File: config.mk
export PLATFORM = sky130hd
export DESIGN_NAME = fetch_ctrl
export DESIGN_NICKNAME = d
export VERILOG_FILES = /design/src/rtl/fetch_ctrl_pkg.sv /design/src/rtl/fetch_skid_buf.sv /design/src/rtl/fetch_ctrl.sv
export SDC_FILE = /design/constraint.sdc
export NUM_CORES = 1
export LEC_CHECK = 0
export BUFFER_PORTS_ARGS = -buffer_cell sky130_fd_sc_hd__buf_2
export CAP_MARGIN = 15
export CORE_MARGIN = 1.5
export CORE_UTILIZATION = 55
export DETAILED_ROUTE_END_ITERATION = 6
export MAX_ROUTING_LAYER = met4
export PLACE_DENSITY = 0.78
export RECOVER_POWER = 25
export SYNTH_ARGS = -nofsm -noshare
export SYNTH_HDL_FRONTEND = slang
export SYNTH_SLANG_ARGS = --single-unit
File: constraint.sdc
create_clock -name clk -period 20.7 [get_ports clk]
set_clock_uncertainty 0.1 [all_clocks]
set_input_delay 2.07 -clock clk [delete_from_list [all_inputs] [get_ports clk]]
set_output_delay 2.07 -clock clk [all_outputs]
set_load 0.01 [all_outputs]
File: src/rtl/fetch_ctrl_pkg.sv
// Shared types and constants for the instruction fetch controller.
package fetch_ctrl_pkg;

    localparam int unsigned PC_W   = 32;
    localparam int unsigned DATA_W = 32;

    // addi x0,x0,0
    localparam logic [DATA_W-1:0] NOP_INST = 32'h0000_0013;

    typedef enum logic [1:0] {
        IDLE,
        REQ,
        WAIT,
        HOLD
    } fetch_state_e;

    typedef struct packed {
        logic            req;
        logic [PC_W-1:0] addr;
    } imem_req_t;

    typedef struct packed {
        logic              gnt;
        logic              rvalid;
        logic [DATA_W-1:0] rdata;
    } imem_rsp_t;

    typedef struct packed {
        logic              valid;
        logic [DATA_W-1:0] inst;
        logic [PC_W-1:0]   pc;
        logic [PC_W-1:0]   pc4;
    } fetch_out_t;

endpackage

File: src/rtl/fetch_skid_buf.sv
// One-entry {inst,pc} holding buffer for a response that arrives while decode is stalled.
module fetch_skid_buf
    import fetch_ctrl_pkg::*;
#(
    parameter int unsigned PC_SIZE    = 32,
    parameter int unsigned DATA_WIDTH = 32
) (
    input  logic                  clk,
    input  logic                  arst,
    input  logic                  push,
    input  logic                  pop,
    input  logic                  flush,
    input  logic [DATA_WIDTH-1:0] push_inst,
    input  logic [PC_SIZE-1:0]    push_pc,
    output logic                  full,
    output logic [DATA_WIDTH-1:0] pop_inst,
    output logic [PC_SIZE-1:0]    pop_pc
);

    always_ff @(posedge clk or posedge arst) begin
        if (arst) begin
            full     <= 1'b0;
            pop_inst <= '0;
            pop_pc   <= '0;
        end else if (flush) begin
            full <= 1'b0;
        end else if (push) begin
            full     <= 1'b1;
            pop_inst <= push_inst;
            pop_pc   <= push_pc;
        end else if (pop) begin
            full <= 1'b0;
        end
    end

endmodule

File: src/rtl/fetch_ctrl.sv
// Instruction fetch sequencer: one outstanding req/gnt+rvalid transaction, redirect kill,
// and a registered IF/ID payload that holds under stall.
module fetch_ctrl
    import fetch_ctrl_pkg::*;
#(
    parameter int unsigned            PC_SIZE    = 32,
    parameter int unsigned            DATA_WIDTH = 32,
    parameter logic [PC_SIZE-1:0]     RESET_PC   = '0,
    parameter logic [DATA_WIDTH-1:0]  NOP_INST   = fetch_ctrl_pkg::NOP_INST
) (
    input  logic                  clk,
    input  logic                  arst,
    input  logic                  stall,
    input  logic                  br_taken,
    input  logic [PC_SIZE-1:0]    br_target,
    output logic                  mem_req,
    output logic [PC_SIZE-1:0]    mem_addr,
    input  logic                  mem_gnt,
    input  logic                  mem_rvalid,
    input  logic [DATA_WIDTH-1:0] mem_rdata,
    output logic                  if_valid,
    output logic [DATA_WIDTH-1:0] inst,
    output logic [PC_SIZE-1:0]    pc,
    output logic [PC_SIZE-1:0]    pc4
);

    localparam logic [PC_SIZE-1:0] PC_STEP = PC_SIZE'(4);

    fetch_state_e          state_q, state_d;
    logic [PC_SIZE-1:0]    fetch_pc_q, fetch_pc_d;
    logic [PC_SIZE-1:0]    req_addr_q, issued_pc_q, target_aligned;
    logic                  drop_q;
    logic                  out_free, rsp_live, skid_push, skid_pop, skid_full;
    logic [DATA_WIDTH-1:0] skid_inst;
    logic [PC_SIZE-1:0]    skid_pc;
    logic                  out_valid_q;
    logic [DATA_WIDTH-1:0] out_inst_q;
    logic [PC_SIZE-1:0]    out_pc_q, out_pc4_q;

    assign target_aligned = br_target & ~PC_SIZE'(3);
    assign out_free       = !out_valid_q || !stall;
    assign rsp_live       = (state_q == WAIT) && mem_rvalid && !drop_q && !br_taken;
    assign skid_push      = rsp_live && !out_free;
    assign skid_pop       = (state_q == HOLD) && skid_full && !stall && !br_taken;

    always_ff @(posedge clk or posedge arst) begin
        if (arst) state_q <= IDLE;
        else      state_q <= state_d;
    end

    always_comb begin
        state_d = state_q;
        unique case (state_q)
            IDLE:    state_d = REQ;
            REQ:     if (mem_gnt) state_d = WAIT;
            WAIT:    if (mem_rvalid) state_d = skid_push ? HOLD : REQ;
            HOLD:    if (br_taken || !stall) state_d = REQ;
            default: state_d = IDLE;
        endcase
    end

    always_comb begin
        mem_req  = (state_q == REQ);
        mem_addr = req_addr_q;
        if_valid = out_valid_q;
        inst     = out_inst_q;
        pc       = out_pc_q;
        pc4      = out_pc4_q;
    end

    // A redirect that lands while a request is already presented leaves drop_q set, so the
    // eventual grant must not advance fetch_pc past the redirected target.
    always_comb begin
        fetch_pc_d = fetch_pc_q;
        if (br_taken)
            fetch_pc_d = target_aligned;
        else if (state_q == REQ && mem_gnt && !drop_q)
            fetch_pc_d = fetch_pc_q + PC_STEP;
    end

    // req_addr_q is captured only when entering REQ, which keeps mem_addr stable until gnt.
    always_ff @(posedge clk or posedge arst) begin
        if (arst) begin
            fetch_pc_q  <= RESET_PC;
            req_addr_q  <= RESET_PC;
            issued_pc_q <= RESET_PC;
            drop_q      <= 1'b0;
        end else begin
            fetch_pc_q <= fetch_pc_d;
            if (state_q != REQ && state_d == REQ)
                req_addr_q <= fetch_pc_d;
            if (state_q == REQ && mem_gnt)
                issued_pc_q <= req_addr_q;
            if (state_q == WAIT && mem_rvalid)
                drop_q <= 1'b0;
            else if (br_taken && (state_q == REQ || state_q == WAIT))
                drop_q <= 1'b1;
        end
    end

    always_ff @(posedge clk or posedge arst) begin
        if (arst) begin
            out_valid_q <= 1'b0;
            out_inst_q  <= NOP_INST;
            out_pc_q    <= RESET_PC;
            out_pc4_q   <= RESET_PC + PC_STEP;
        end else if (br_taken) begin
            out_valid_q <= 1'b0;
            out_inst_q  <= NOP_INST;
        end else if (rsp_live && out_free) begin
            out_valid_q <= 1'b1;
            out_inst_q  <= mem_rdata;
            out_pc_q    <= issued_pc_q;
            out_pc4_q   <= issued_pc_q + PC_STEP;
        end else if (skid_pop) begin
            out_valid_q <= 1'b1;
            out_inst_q  <= skid_inst;
            out_pc_q    <= skid_pc;
            out_pc4_q   <= skid_pc + PC_STEP;
        end else if (!stall) begin
            out_valid_q <= 1'b0;
            out_inst_q  <= NOP_INST;
        end
    end

    fetch_skid_buf #(
        .PC_SIZE    (PC_SIZE),
        .DATA_WIDTH (DATA_WIDTH)
    ) u_skid (
        .clk       (clk),
        .arst      (arst),
        .push      (skid_push),
        .pop       (skid_pop),
        .flush     (br_taken),
        .push_inst (mem_rdata),
        .push_pc   (issued_pc_q),
        .full      (skid_full),
        .pop_inst  (skid_inst),
        .pop_pc    (skid_pc)
    );

    a_addr_stable: assert property (@(posedge clk) disable iff (arst)
        (mem_req && !mem_gnt) |=> $stable(mem_addr));
    a_rvalid_in_wait: assert property (@(posedge clk) disable iff (arst)
        mem_rvalid |-> (state_q == WAIT));
    a_addr_aligned: assert property (@(posedge clk) disable iff (arst)
        mem_addr[1:0] == 2'b00);

endmodule

# --- Yosys cells after proc, flatten, opt, wreduce, memory -nomap -nowiden ---
# Index checks and enable logic that the tools add are counted.
totals:
  ff_bits: 261
  latchBits: 0
  ram_bits: 0
  mem_bits_ro: 0
  output_inout_bits: 130
  memories: 0
classes:
  addsub: 3
  multipliers: 0
  div: 0
  n_lt_le_gt_ge: 0
  eq_ne: 6
  shift: 0
  mux: 24
  n_bitwise: 1
  n_reduce_logical: 26
ops:
  columns: ["operator", "count"]
  rows:
  - ["32-bit 2-to-1 mux", 10]
  - ["32-bit by 3-bit adder with 32-bit output, second input constant", 3]
  - ["1-bit logical AND", 12]
  - ["1-bit 2-to-1 mux", 9]
  - ["2-bit 2-to-1 mux", 4]
  - ["2-bit one-hot mux with 4 select lines", 1]
  - ["1-bit zero test", 5]
  - ["2-bit by 1-bit == test with 1-bit output, second input constant", 2]
  - ["2-bit == test, second input constant", 2]
  - ["4-bit by 1-bit inequality test with 1-bit output, second input constant", 1]
  - ["2-bit AND reduction", 2]
  - ["2-bit nonzero test", 2]
  - ["1-bit logical OR", 3]
  - ["3-bit nonzero test", 1]
  - ["2-bit zero test", 1]
  - ["2-bit by 1-bit inequality test with 1-bit output, second input constant", 1]
  - ["1-bit inverter", 1]

# --- Logic depth before layout (Yosys ltp) ---
# Gate-level depths: netlist of the first run.
logic_depth:
  ltp_word: 10
  ltp_mapped: 17
  depth_no_buf: 13

# --- Modules after synthesis ---
# From an unflattened synthesis of the first run, not the netlist that was laid out.
unflattened:
  hier_cells: 1125
  area_unflattened_um2: 12751.0
modules_own_cells:
  columns: ["mod", "n_inst", "cells_each", "area_each_um2", "seq_area_each_um2"]
  rows:
  - ["fetch_ctrl", 1, 984, 10005.8, 4859.7]
  - ["fetch_skid_buf", 1, 141, 2745.1, 1626.6]

# --- Worst setup path before layout of the first run ---
# Ideal clock, no wire load.
synth_path:
  path_kind: "input -> register"
  startpoint: "input port mem_rvalid"
  endpoint: "register out_pc4_q[24] (netlist: pc4[24])"
  setup_ps: 137
  arrival_ps: 5077
  setup_slack_ps: 15386
  stages: 15
  n_path_buf: 4
  cell_sequence: "and3b_1 buf_2 nand2_1 clkbuf_1 buf_2 buf_2 nand2_1 nand2_1 ha_1 and4_1 nand4_1 a222oi_1 or3b_1 xnor2_1 a21oi_1"
synth_between:
  elab_chain_len: 6
  word_cells_on_any_way: 7
  classes_between: "mux: 1; reduce/logical: 6"
synth_lines:
  columns: ["element", "line", "rtl"]
  rows:
  - ["from (decl)", "fetch_ctrl.sv:19", "input logic mem_rvalid,"]
  - ["1-bit logical AND (*) (3 in a row)", "fetch_ctrl.sv:42", "assign rsp_live = (state_q == WAIT) && mem_rvalid && !drop_q && !br_taken;"]
  - ["1-bit logical AND (*)", "fetch_ctrl.sv:110", "end else if (rsp_live && out_free) begin"]
  - ["2-bit nonzero test (no source line)", null, null]
  - ["2-bit AND reduction (no source line)", null, null]
  - ["to (signal assigned)", "fetch_ctrl.sv:106", "out_pc4_q <= RESET_PC + PC_STEP;"]
  - ["to (signal assigned)", "fetch_ctrl.sv:114", "out_pc4_q <= issued_pc_q + PC_STEP;"]
  - ["to (signal assigned)", "fetch_ctrl.sv:119", "out_pc4_q <= skid_pc + PC_STEP;"]
  - ["to (decl)", "fetch_ctrl.sv:38", "logic [PC_SIZE-1:0] out_pc_q, out_pc4_q;"]
# Every way passes the cells marked *; elsewhere a longest branch is shown, timed or not.
# A chain may end at the register's enable or synchronous reset.

# --- Worst setup path in the final report of the first run ---
layout_path:
  startpoint: "input port br_taken"
  endpoint: "register out_pc4_q[24] (netlist: pc4[24])"
layout_between:
  elab_chain_len: 5
  word_cells_on_any_way: 8
  classes_between: "mux: 1; bitwise: 1; reduce/logical: 6"
layout_lines:
  columns: ["element", "line", "rtl"]
  rows:
  - ["from (decl)", "fetch_ctrl.sv:14", "input logic br_taken,"]
  - ["1-bit zero test", "fetch_ctrl.sv:42, fetch_ctrl.sv:44", null]
  - ["1-bit logical AND", "fetch_ctrl.sv:42", null]
  - ["1-bit logical AND", "fetch_ctrl.sv:110", null]
  - ["2-bit nonzero test (no source line)", null, null]
  - ["2-bit AND reduction (no source line)", null, null]
# Several ways; a longest one is shown, not always the timed one.

==> results of run 1 <==
[Yosys cell counts, types with 3 or more instances]
library cell	n	area (um2)
dfrtp_1	255	6381
nand2_1	151	566.8
mux2_2	120	1351
nor2_1	68	255.2
and3_1	50	312.8
clkbuf_1	46	172.7
nand3_1	42	210.2
o21ai_0	39	195.2
a31oi_1	35	219.0
xor2_1	33	289.0
a221o_1	29	290.3
xnor2_1	28	245.2
a21oi_1	24	120.1
nand4_1	24	150.1
mux2i_1	19	190.2
buf_2	17	85.08
o211ai_1	15	112.6
nor3_1	13	65.06
buf_1	8	30.03
inv_1	8	30.03
ha_1	7	87.58
nor4_1	7	43.79
mux2_1	6	67.56
a22oi_1	5	37.54
a32oi_1	5	43.79
and2_1	5	31.28
and4_1	5	43.79
dfstp_2	4	105.1
nor2b_1	4	25.02
o21a_1	4	30.03
o21ai_1	4	20.02
o221ai_1	4	35.03
o22ai_1	4	25.02
nor3_2	3	30.03
[state kept, by name, indices dropped and copies added (netlist names)]
| register | cells |
|---|---|
| fetch_pc_q | 32 |
| mem_addr | 32 |
| inst | 32 |
| u_skid.full | 1 |
| drop_q | 1 |
| if_valid | 1 |
| state_q | 2 |
| pc4 | 32 |
| u_skid.pop_inst | 32 |
| issued_pc_q | 32 |
| u_skid.pop_pc | 32 |
| pc | 30 |
[how the worst min path moves through the flow]
stage	from	endpoint	slack, ns	cells past startpoint
floorplan	pc4[2]	pc4[2]	0.36	2
global placement	pc4[2]	pc4[2]	0.34	2
detailed placement	pc4[2]	pc4[2]	0.35	2
CTS	pc4[2]	pc4[2]	0.36	2
global route	pc4[2]	pc4[2]	0.40	2
finish	pc4[2]	pc4[2]	0.36	2
[power breakdown]
part / internal [mW] / switching [mW] / leakage, nW / total (mW)
registers: 0.622 / 0.133 / 3.41 / 0.755
logic: 0.188 / 0.195 / 3.09 / 0.383
clock network: 0.320 / 0.199 / 0.475 / 0.520
total: 1.13 / 0.528 / 6.97 / 1.66
[critical path: cells and delay by family]
kind | cells | cell delay (ns)
buffers and inverters | 3 | 2.26
and+or+nand+nor | 5 | 1.38
adders and majority gates | 1 | 0.25
xor gates and xnor gates | 1 | 0.18
AOI/OAI and AO/OA | 4 | 0.92
[stage by stage]
stage                     util (%)  power (mW)  area (um2)  cells
after floorplan                  -      0.9676       12200   1126
after global placement       61.38       1.124       13350   1542
after detailed placement     61.38       1.141       13350   1542
after CTS                    65.74       1.664       14300   1590
after global routing         65.67       1.741       14290   1591
final                        65.67       1.658       14290   1591
[cells by family (layout without fill, tap and decap cells)]
kind of cell | after synthesis | in the layout | share of synthesized area [%]
muxes | 145 | 145 | 13.19
adders and majority gates | 7 | 7 | 0.7181
AOI/OAI and AO/OA | 184 | 184 | 10.37
buffers and inverters | 81 | 265 | 2.729
DFF | 259 | 259 | 53.19
xor gates and xnor gates | 61 | 61 | 4.381
other | 0 | 1 | 0
and+or+nand+nor | 389 | 389 | 15.42
[metal layers]
metal	global-route usage (%)	routed length [um]	vias up	share of wire, %
li1	-	-	4395	-
met4	6.565	674	0	2.2
met1	38.90	13600	4824	44
met3	5.505	2722	61	8.7
met2	41.67	14200	437	46
met5	-	0	-	0
[area by class of cell]
cell class,instances,area (um2)
multi-input combinational,786,5403
tap,280,350.3
inverter,8,31.28
sequential,259,6486
antenna,1,2.502
timing repair buffer,209,1066
clock buffer,32,714.4
fill,1732,7468
clock inverter,16,234.0
==> impl_metrics.prom, run 1 <==
# TYPE chip_impl_metric gauge
chip_impl_info{name="layout_commonest_cell",value="dfrtp_1"} 1
chip_impl_metric{name="worstMarginPinSlew",unit="ns"} 4.988
chip_impl_metric{name="port_buf_inserts",unit=""} 197
chip_impl_metric{name="slew-limit-headroom",unit="%"} -234.4
chip_impl_metric{name="cts_hold_buf",unit=""} 0
chip_impl_metric{name="worstPathMaxFanout",unit=""} 67
chip_impl_metric{name="design.die.area",unit="um2"} 23080
chip_impl_metric{name="first_global_vias",unit=""} 9499
chip_impl_metric{name="drt-initial-drc-count",unit=""} 784
chip_impl_info{name="end_of_the_worst_register_to_register_path",value="pc4[24]"} 1
chip_impl_metric{name="fmaxAchievable",unit="GHz"} 0.1464
chip_impl_metric{name="setup_viol",unit=""} 0
chip_impl_info{name="cts.root.buffer_cell",value="clkbuf_16"} 1
chip_impl_metric{name="number_of_nets_still_failing_antenna_checks_after_routing",unit=""} 0
chip_impl_metric{name="cts_num_sinks",unit=""} 259
chip_impl_metric{name="ctsHtreeMaxLevel",unit=""} 1
chip_impl_metric{name="clkTransAtPathRegs",unit="ns"} 0.06
chip_impl_metric{name="boundaryPins",unit=""} 200
chip_impl_metric{name="async_flop_share",unit="%"} 100.0
chip_impl_metric{name="dr_total_vias",unit=""} 9717
chip_impl_metric{name="via_density_per_instance",unit=""} 6.107
chip_impl_metric{name="grt_antenna_before_repair",unit=""} 1
chip_impl_metric{name="global_route.usage.total",unit="%"} 27.67
chip_impl_info{name="postSynth.topFlopCell",value="dfrtp_1"} 1
chip_impl_metric{name="wire_length_of_the_first_global_routing_pass",unit="um"} 50670
chip_impl_metric{name="post-dp-hpwl",unit="um"} 20490
chip_impl_metric{name="rrSetupSlack",unit="ns"} 16.26
chip_impl_metric{name="largest_net_degree_at_the_start_of_global_routing",unit=""} 115
chip_impl_metric{name="dpl_worst_slack",unit="ns"} 14.82
chip_impl_metric{name="clk_latency",unit="ns"} 0.53
chip_impl_metric{name="place.gp.congestion",unit=""} 0.9230
chip_impl_metric{name="cts-buffers-inserted",unit=""} 27
chip_impl_info{name="cp-startpoint",value="br_taken"} 1
chip_impl_info{name="crit_chain",value="buf_2, clkbuf_1, a21oi_1, buf_4, nand2_4, nand2_1, nand2_1, ha_1, and4_1, o211ai_1, a222oi_1, or3b_1, xnor2_1, a21oi_1"} 1
chip_impl_metric{name="first_pass_iters",unit=""} 7
chip_impl_metric{name="required",unit="ns"} 20.96
chip_impl_metric{name="average_wire_length_per_cell_after_detail_routing",unit="um"} 19.61
chip_impl_metric{name="total_of_flip_flops_plus_latches_after_synthesis",unit=""} 259
chip_impl_info{name="crit_end",value="pc4[24]"} 1
chip_impl_metric{name="powerDensity",unit="nW/um2"} 116.0
chip_impl_metric{name="synth.avg_cell_area",unit="um2"} 10.83
chip_impl_metric{name="final_count_of_hold_timing_violations",unit=""} 0
chip_impl_metric{name="post_cts_setup_inserts",unit=""} 0
chip_impl_metric{name="postCtsResizedCells",unit=""} 0
chip_impl_metric{name="cts-root-to-sink-buffers",unit=""} 3
chip_impl_metric{name="min_period_over_period",unit="%"} 33.00
chip_impl_metric{name="synth_enable_flop_cells",unit=""} 0
chip_impl_metric{name="final_period_minus_worst_setup_slack",unit="ns"} 6.832
chip_impl_info{name="setup_repair_after_global_routing_missed_its_margin",value="false"} 1
chip_impl_metric{name="num_rows",unit=""} 54
chip_impl_metric{name="ys_warn_count",unit=""} 0
chip_impl_metric{name="global_route.overflow_total",unit=""} 0
chip_impl_info{name="tritoncts",value="built"} 1
chip_impl_metric{name="die_width",unit="um"} 151.9
chip_impl_info{name="beginning_of_the_worst_register_to_register_path",value="state_q[0]"} 1
chip_impl_info{name="worstSetupPathType",value="in -> reg"} 1
chip_impl_metric{name="worst-r2r-cell-count",unit=""} 13
chip_impl_metric{name="maxSlewViolCount",unit=""} 216
chip_impl_metric{name="share_of_final_layout_standard_cells_stronger_than_drive_strength_1",unit="%"} 29.62
chip_impl_info{name="failed_checks",value="max-capacitance violations, max-slew violations"} 1
chip_impl_metric{name="synth_cells",unit=""} 1126
chip_impl_info{name="timing.critical_path.from_type",value="input port"} 1
chip_impl_info{name="hp-class",value="reg -> reg"} 1
chip_impl_metric{name="vdd.ir_drop.worst",unit="uV"} 93.54
chip_impl_metric{name="fin_setup_tns",unit="ns"} 0
chip_impl_info{name="top_library_cells_by_usage_in_the_layout_fill_and_taps_aside",value="255 x dfrtp_1, 195 x buf_2, 150 x nand2_1"} 1
chip_impl_metric{name="fin_nets",unit=""} 1368
chip_impl_metric{name="fin_hold_ws",unit="ns"} 0.3636
chip_impl_info{name="outcome",value="finished with violations"} 1
chip_impl_metric{name="static-leakage-power",unit="nW"} 6.970
chip_impl_metric{name="synth_net_count",unit=""} 1203
chip_impl_metric{name="maxCapViolCount",unit=""} 3
chip_impl_info{name="critical_path.slowest_cell",value="clkbuf_1"} 1
chip_impl_metric{name="die_height",unit="um"} 151.9
chip_impl_metric{name="floorplan.initialDensity",unit="%"} 56.06
chip_impl_metric{name="core_area",unit="um2"} 21760
chip_impl_metric{name="synth_sequential_area_ratio",unit="%"} 53.19
chip_impl_metric{name="drc",unit=""} 0
chip_impl_metric{name="final.setup.worst_slack",unit="ns"} 13.87
chip_impl_metric{name="detail_route.wirelength",unit="um"} 31200
chip_impl_metric{name="mappedNetlistArea",unit="um2"} 12200
chip_impl_metric{name="critPathMaxStageDelay",unit="ns"} 1.84
chip_impl_info{name="worst_setup_path_end_kind",value="flop"} 1
chip_impl_metric{name="area_growth",unit="%"} 17.15
chip_impl_metric{name="critPathArrivalTime",unit="ns"} 7.10
chip_impl_metric{name="yosys.cell_types.count",unit=""} 61
Power figures use the tool's default switching activity.
==> run 2, diff against run 1 <==
--- a/config.mk
+++ b/config.mk
@@ -8,10 +8,10 @@
 export BUFFER_PORTS_ARGS = -buffer_cell sky130_fd_sc_hd__buf_2
 export CAP_MARGIN = 15
 export CORE_MARGIN = 1.5
-export CORE_UTILIZATION = 55
+export CORE_UTILIZATION = 51
 export DETAILED_ROUTE_END_ITERATION = 6
 export MAX_ROUTING_LAYER = met4
-export PLACE_DENSITY = 0.78
+export PLACE_DENSITY = 0.76
 export RECOVER_POWER = 25
 export SYNTH_ARGS = -nofsm -noshare
 export SYNTH_HDL_FRONTEND = slang
==> constraint.sdc (replaced) <==
create_clock -name clk -period 6.06 [get_ports clk]
set_clock_uncertainty 0.1 [all_clocks]
set_input_delay 0.606 -clock clk [delete_from_list [all_inputs] [get_ports clk]]
set_output_delay 0.606 -clock clk [all_outputs]
set_load 0.01 [all_outputs]
==> run 2 against run 1 <==
Compared with the run above: the run still ends with max-capacitance violations, max-slew violations left; sequential share of layout area fell by 0.21 points; register-to-register slack worse by 14 ns; critical path depth is 5 lower; count of clock-buffer cells in the layout rose by 2; setup slack worse by 12 ns; via count fell by 1.8%; power grew to 3.4 times the previous value; non-clock buffer count rose by 2; worst hold slack got worse by 0.15 ns; critical endpoint is now pc4[26]; highest routed layer unchanged.
==> impl_metrics.prom, run 2 (synthesized netlist as in run 1, its figures left out) <==
# TYPE chip_impl_metric gauge
chip_impl_metric{name="clk_latency",unit="ns"} 0.53
chip_impl_metric{name="largest_net_degree_at_the_start_of_global_routing",unit=""} 133
chip_impl_info{name="hp-class",value="in -> reg"} 1
chip_impl_metric{name="dpl-instance-area",unit="um2"} 13440
chip_impl_metric{name="first_pass_iters",unit=""} 5
chip_impl_metric{name="critPathBufInv",unit=""} 4
chip_impl_metric{name="area_growth",unit="%"} 17.69
chip_impl_metric{name="post_cts_setup_inserts",unit=""} 0
chip_impl_metric{name="final_period_minus_worst_setup_slack",unit="ns"} 4.478
chip_impl_metric{name="number_of_nets_still_failing_antenna_checks_after_routing",unit=""} 0
chip_impl_metric{name="cts_hold_buf",unit=""} 0
chip_impl_metric{name="vdd.ir_drop.worst",unit="uV"} 300.6
chip_impl_metric{name="critPathMaxStageDelay",unit="ns"} 1.81
chip_impl_info{name="tritoncts",value="built"} 1
chip_impl_metric{name="final_count_of_hold_timing_violations",unit=""} 0
chip_impl_metric{name="num_rows",unit=""} 56
chip_impl_metric{name="worstMarginPinSlew",unit="ns"} 3.211
chip_impl_metric{name="dr_total_vias",unit=""} 9545
chip_impl_metric{name="average_wire_length_per_cell_after_detail_routing",unit="um"} 19.27
chip_impl_info{name="critical-path-top-cell-by-count",value="clkbuf_1"} 1
chip_impl_metric{name="global_route.usage.total",unit="%"} 26.59
chip_impl_info{name="crit_chain",value="clkbuf_1, clkbuf_1, inv_1, and3_2, nor2_1, buf_4, a21oi_1, and3_1, nor3_1"} 1
chip_impl_metric{name="layout.filler_cells",unit=""} 1931
chip_impl_metric{name="final_cell_area",unit="um2"} 14350
chip_impl_metric{name="drt-initial-drc-count",unit=""} 737
chip_impl_info{name="cp_top_family",value="buffers and inverters"} 1
chip_impl_metric{name="global_route.overflow_total",unit=""} 0
chip_impl_metric{name="first_global_vias",unit=""} 9340
chip_impl_info{name="failed_checks",value="max-capacitance violations, max-slew violations"} 1
chip_impl_metric{name="fmaxAchievable",unit="GHz"} 0.2233
chip_impl_metric{name="min_period_over_period",unit="%"} 73.89
chip_impl_metric{name="design.die.area",unit="um2"} 24850
chip_impl_metric{name="die_height",unit="um"} 157.6
chip_impl_metric{name="post-dp-hpwl",unit="um"} 21330
chip_impl_metric{name="clkTransAtPathRegs",unit="ns"} 0.06
chip_impl_info{name="outcome",value="finished with violations"} 1
chip_impl_metric{name="grt_antenna_before_repair",unit=""} 2
chip_impl_metric{name="cts_num_sinks",unit=""} 259
chip_impl_info{name="cts.root.buffer_cell",value="clkbuf_16"} 1
chip_impl_metric{name="maxCapViolCount",unit=""} 4
chip_impl_metric{name="drc",unit=""} 0
chip_impl_info{name="timing.critical_path.from_type",value="input port"} 1
chip_impl_metric{name="ctsHtreeMaxLevel",unit=""} 1
chip_impl_metric{name="powerDensity",unit="nW/um2"} 394.1
chip_impl_metric{name="cts-root-to-sink-buffers",unit=""} 3
chip_impl_metric{name="boundaryPins",unit=""} 200
chip_impl_metric{name="postCtsResizedCells",unit=""} 0
chip_impl_metric{name="required",unit="ns"} 6.41
chip_impl_metric{name="slew-limit-headroom",unit="%"} -114.1
chip_impl_metric{name="critPathArrivalTime",unit="ns"} 4.83
chip_impl_info{name="worst_setup_path_end_kind",value="flop"} 1
chip_impl_metric{name="finish.cell_count_without_fillers",unit=""} 1634
chip_impl_metric{name="cts-buffers-inserted",unit=""} 27
chip_impl_info{name="worstSetupPathType",value="in -> reg"} 1
chip_impl_metric{name="floorplan.initialDensity",unit="%"} 51.96
chip_impl_metric{name="die_width",unit="um"} 157.6
chip_impl_metric{name="port_buf_inserts",unit=""} 197
chip_impl_metric{name="place.gp.congestion",unit=""} 0.8962
chip_impl_info{name="layout_commonest_cell",value="dfrtp_1"} 1
chip_impl_metric{name="via_density_per_instance",unit=""} 5.841
chip_impl_metric{name="fin_nets",unit=""} 1370
chip_impl_metric{name="static-leakage-power",unit="nW"} 6.948
chip_impl_metric{name="core_area",unit="um2"} 23470
chip_impl_metric{name="dp_cells",unit=""} 1583
chip_impl_metric{name="share_of_final_layout_standard_cells_stronger_than_drive_strength_1",unit="%"} 29.86
chip_impl_metric{name="wire_length_of_the_first_global_routing_pass",unit="um"} 50920
chip_impl_metric{name="detail_route.wirelength",unit="um"} 31490
chip_impl_metric{name="fin_setup_tns",unit="ns"} 0
chip_impl_metric{name="maxSlewViolCount",unit=""} 330
chip_impl_info{name="top_library_cells_by_usage_in_the_layout_fill_and_taps_aside",value="255 x dfrtp_1, 196 x buf_2, 150 x nand2_1"} 1
chip_impl_info{name="setup_repair_after_global_routing_missed_its_margin",value="false"} 1
chip_impl_metric{name="setup_viol",unit=""} 0
chip_impl_info{name="critical_path.slowest_cell",value="clkbuf_1"} 1
chip_impl_metric{name="worstPathMaxFanout",unit=""} 65
## run 2: cell types whose count changed in the layout (fill, tap and decap cells not counted), sizes merged
cell,change
clkbuf,+2
diode,+1
clkinv,-5
buf,+2
inv,-1
clkinvlp,+6
bufinv,-1
## run 2: power by group
group | switching (mW) | total, mW | internal (mW)
logic | 0.682 | 1.32 | 0.640
clock network | 0.696 | 1.76 | 1.06
registers | 0.454 | 2.58 | 2.12
## run 2: metrics by stage
step	hold WS (ns)	setup WS [ns]	utilization (%)	total power [mW]
after CTS	0.1523	1.826	61.28	5.683
after detailed placement	0.3512	1.840	57.26	3.922
after global placement	0.3447	1.889	57.26	3.860
after global routing	0.2060	0.7965	61.15	5.927
after floorplan	0.3645	1.944	-	3.306
final	0.2118	1.582	61.15	5.657
## run 2: worst paths after layout
path	start	slack (ns)	depth (start not counted)	endpoint
min in group asynchronous	arst	0.36	2	fetch_pc_q[25]
max reg2reg	state_q[0]	1.79	13	pc4[24]
max	br_taken	1.58	9	pc4[26]
max in group asynchronous	arst	1.72	3	pc[15]
min reg2reg	pc4[2]	0.36	2	pc4[2]
min	br_target[10]	0.21	3	fetch_pc_q[10]
## run 2: worst register-to-register path, cell delays in order, from the launching register on
cell and delay, ns:
dfrtp_1 0.43, inv_1 0.12, ha_1 0.28, nand3b_4 0.33, nor2_4 0.55, nand2_1 0.14, nand2_1 0.08, ha_1 0.27
and4_1 0.31, nand4_1 0.13, a222oi_1 0.71, or3b_1 0.43, xnor2_1 0.15, a21oi_1 0.09
## run 2: final cells by class
type / instances / area [um2] / share of cell area, %
diodes: 2 / 5.005 / 0.03487
clock buffers: 34 / 721.9 / 5.030
clock inverters: 15 / 222.7 / 1.552
inverters: 8 / 31.28 / 0.2179
multi-input cells: 786 / 5405 / 37.66
flip-flops and latches: 259 / 6486 / 45.19
well taps: 319 / 399.1 / 2.781
repair buffers: 211 / 1081 / 7.532
## run 2: routing by layer
layer / GRT usage (%) / vias up / wire length, um
li1: - / 4415 / -
met1: 38.42 / 4718 / 14640
met2: 39.64 / 368 / 14020
met3: 4.079 / 44 / 2226
met4: 6.155 / 0 / 600
met5: - / - / 0
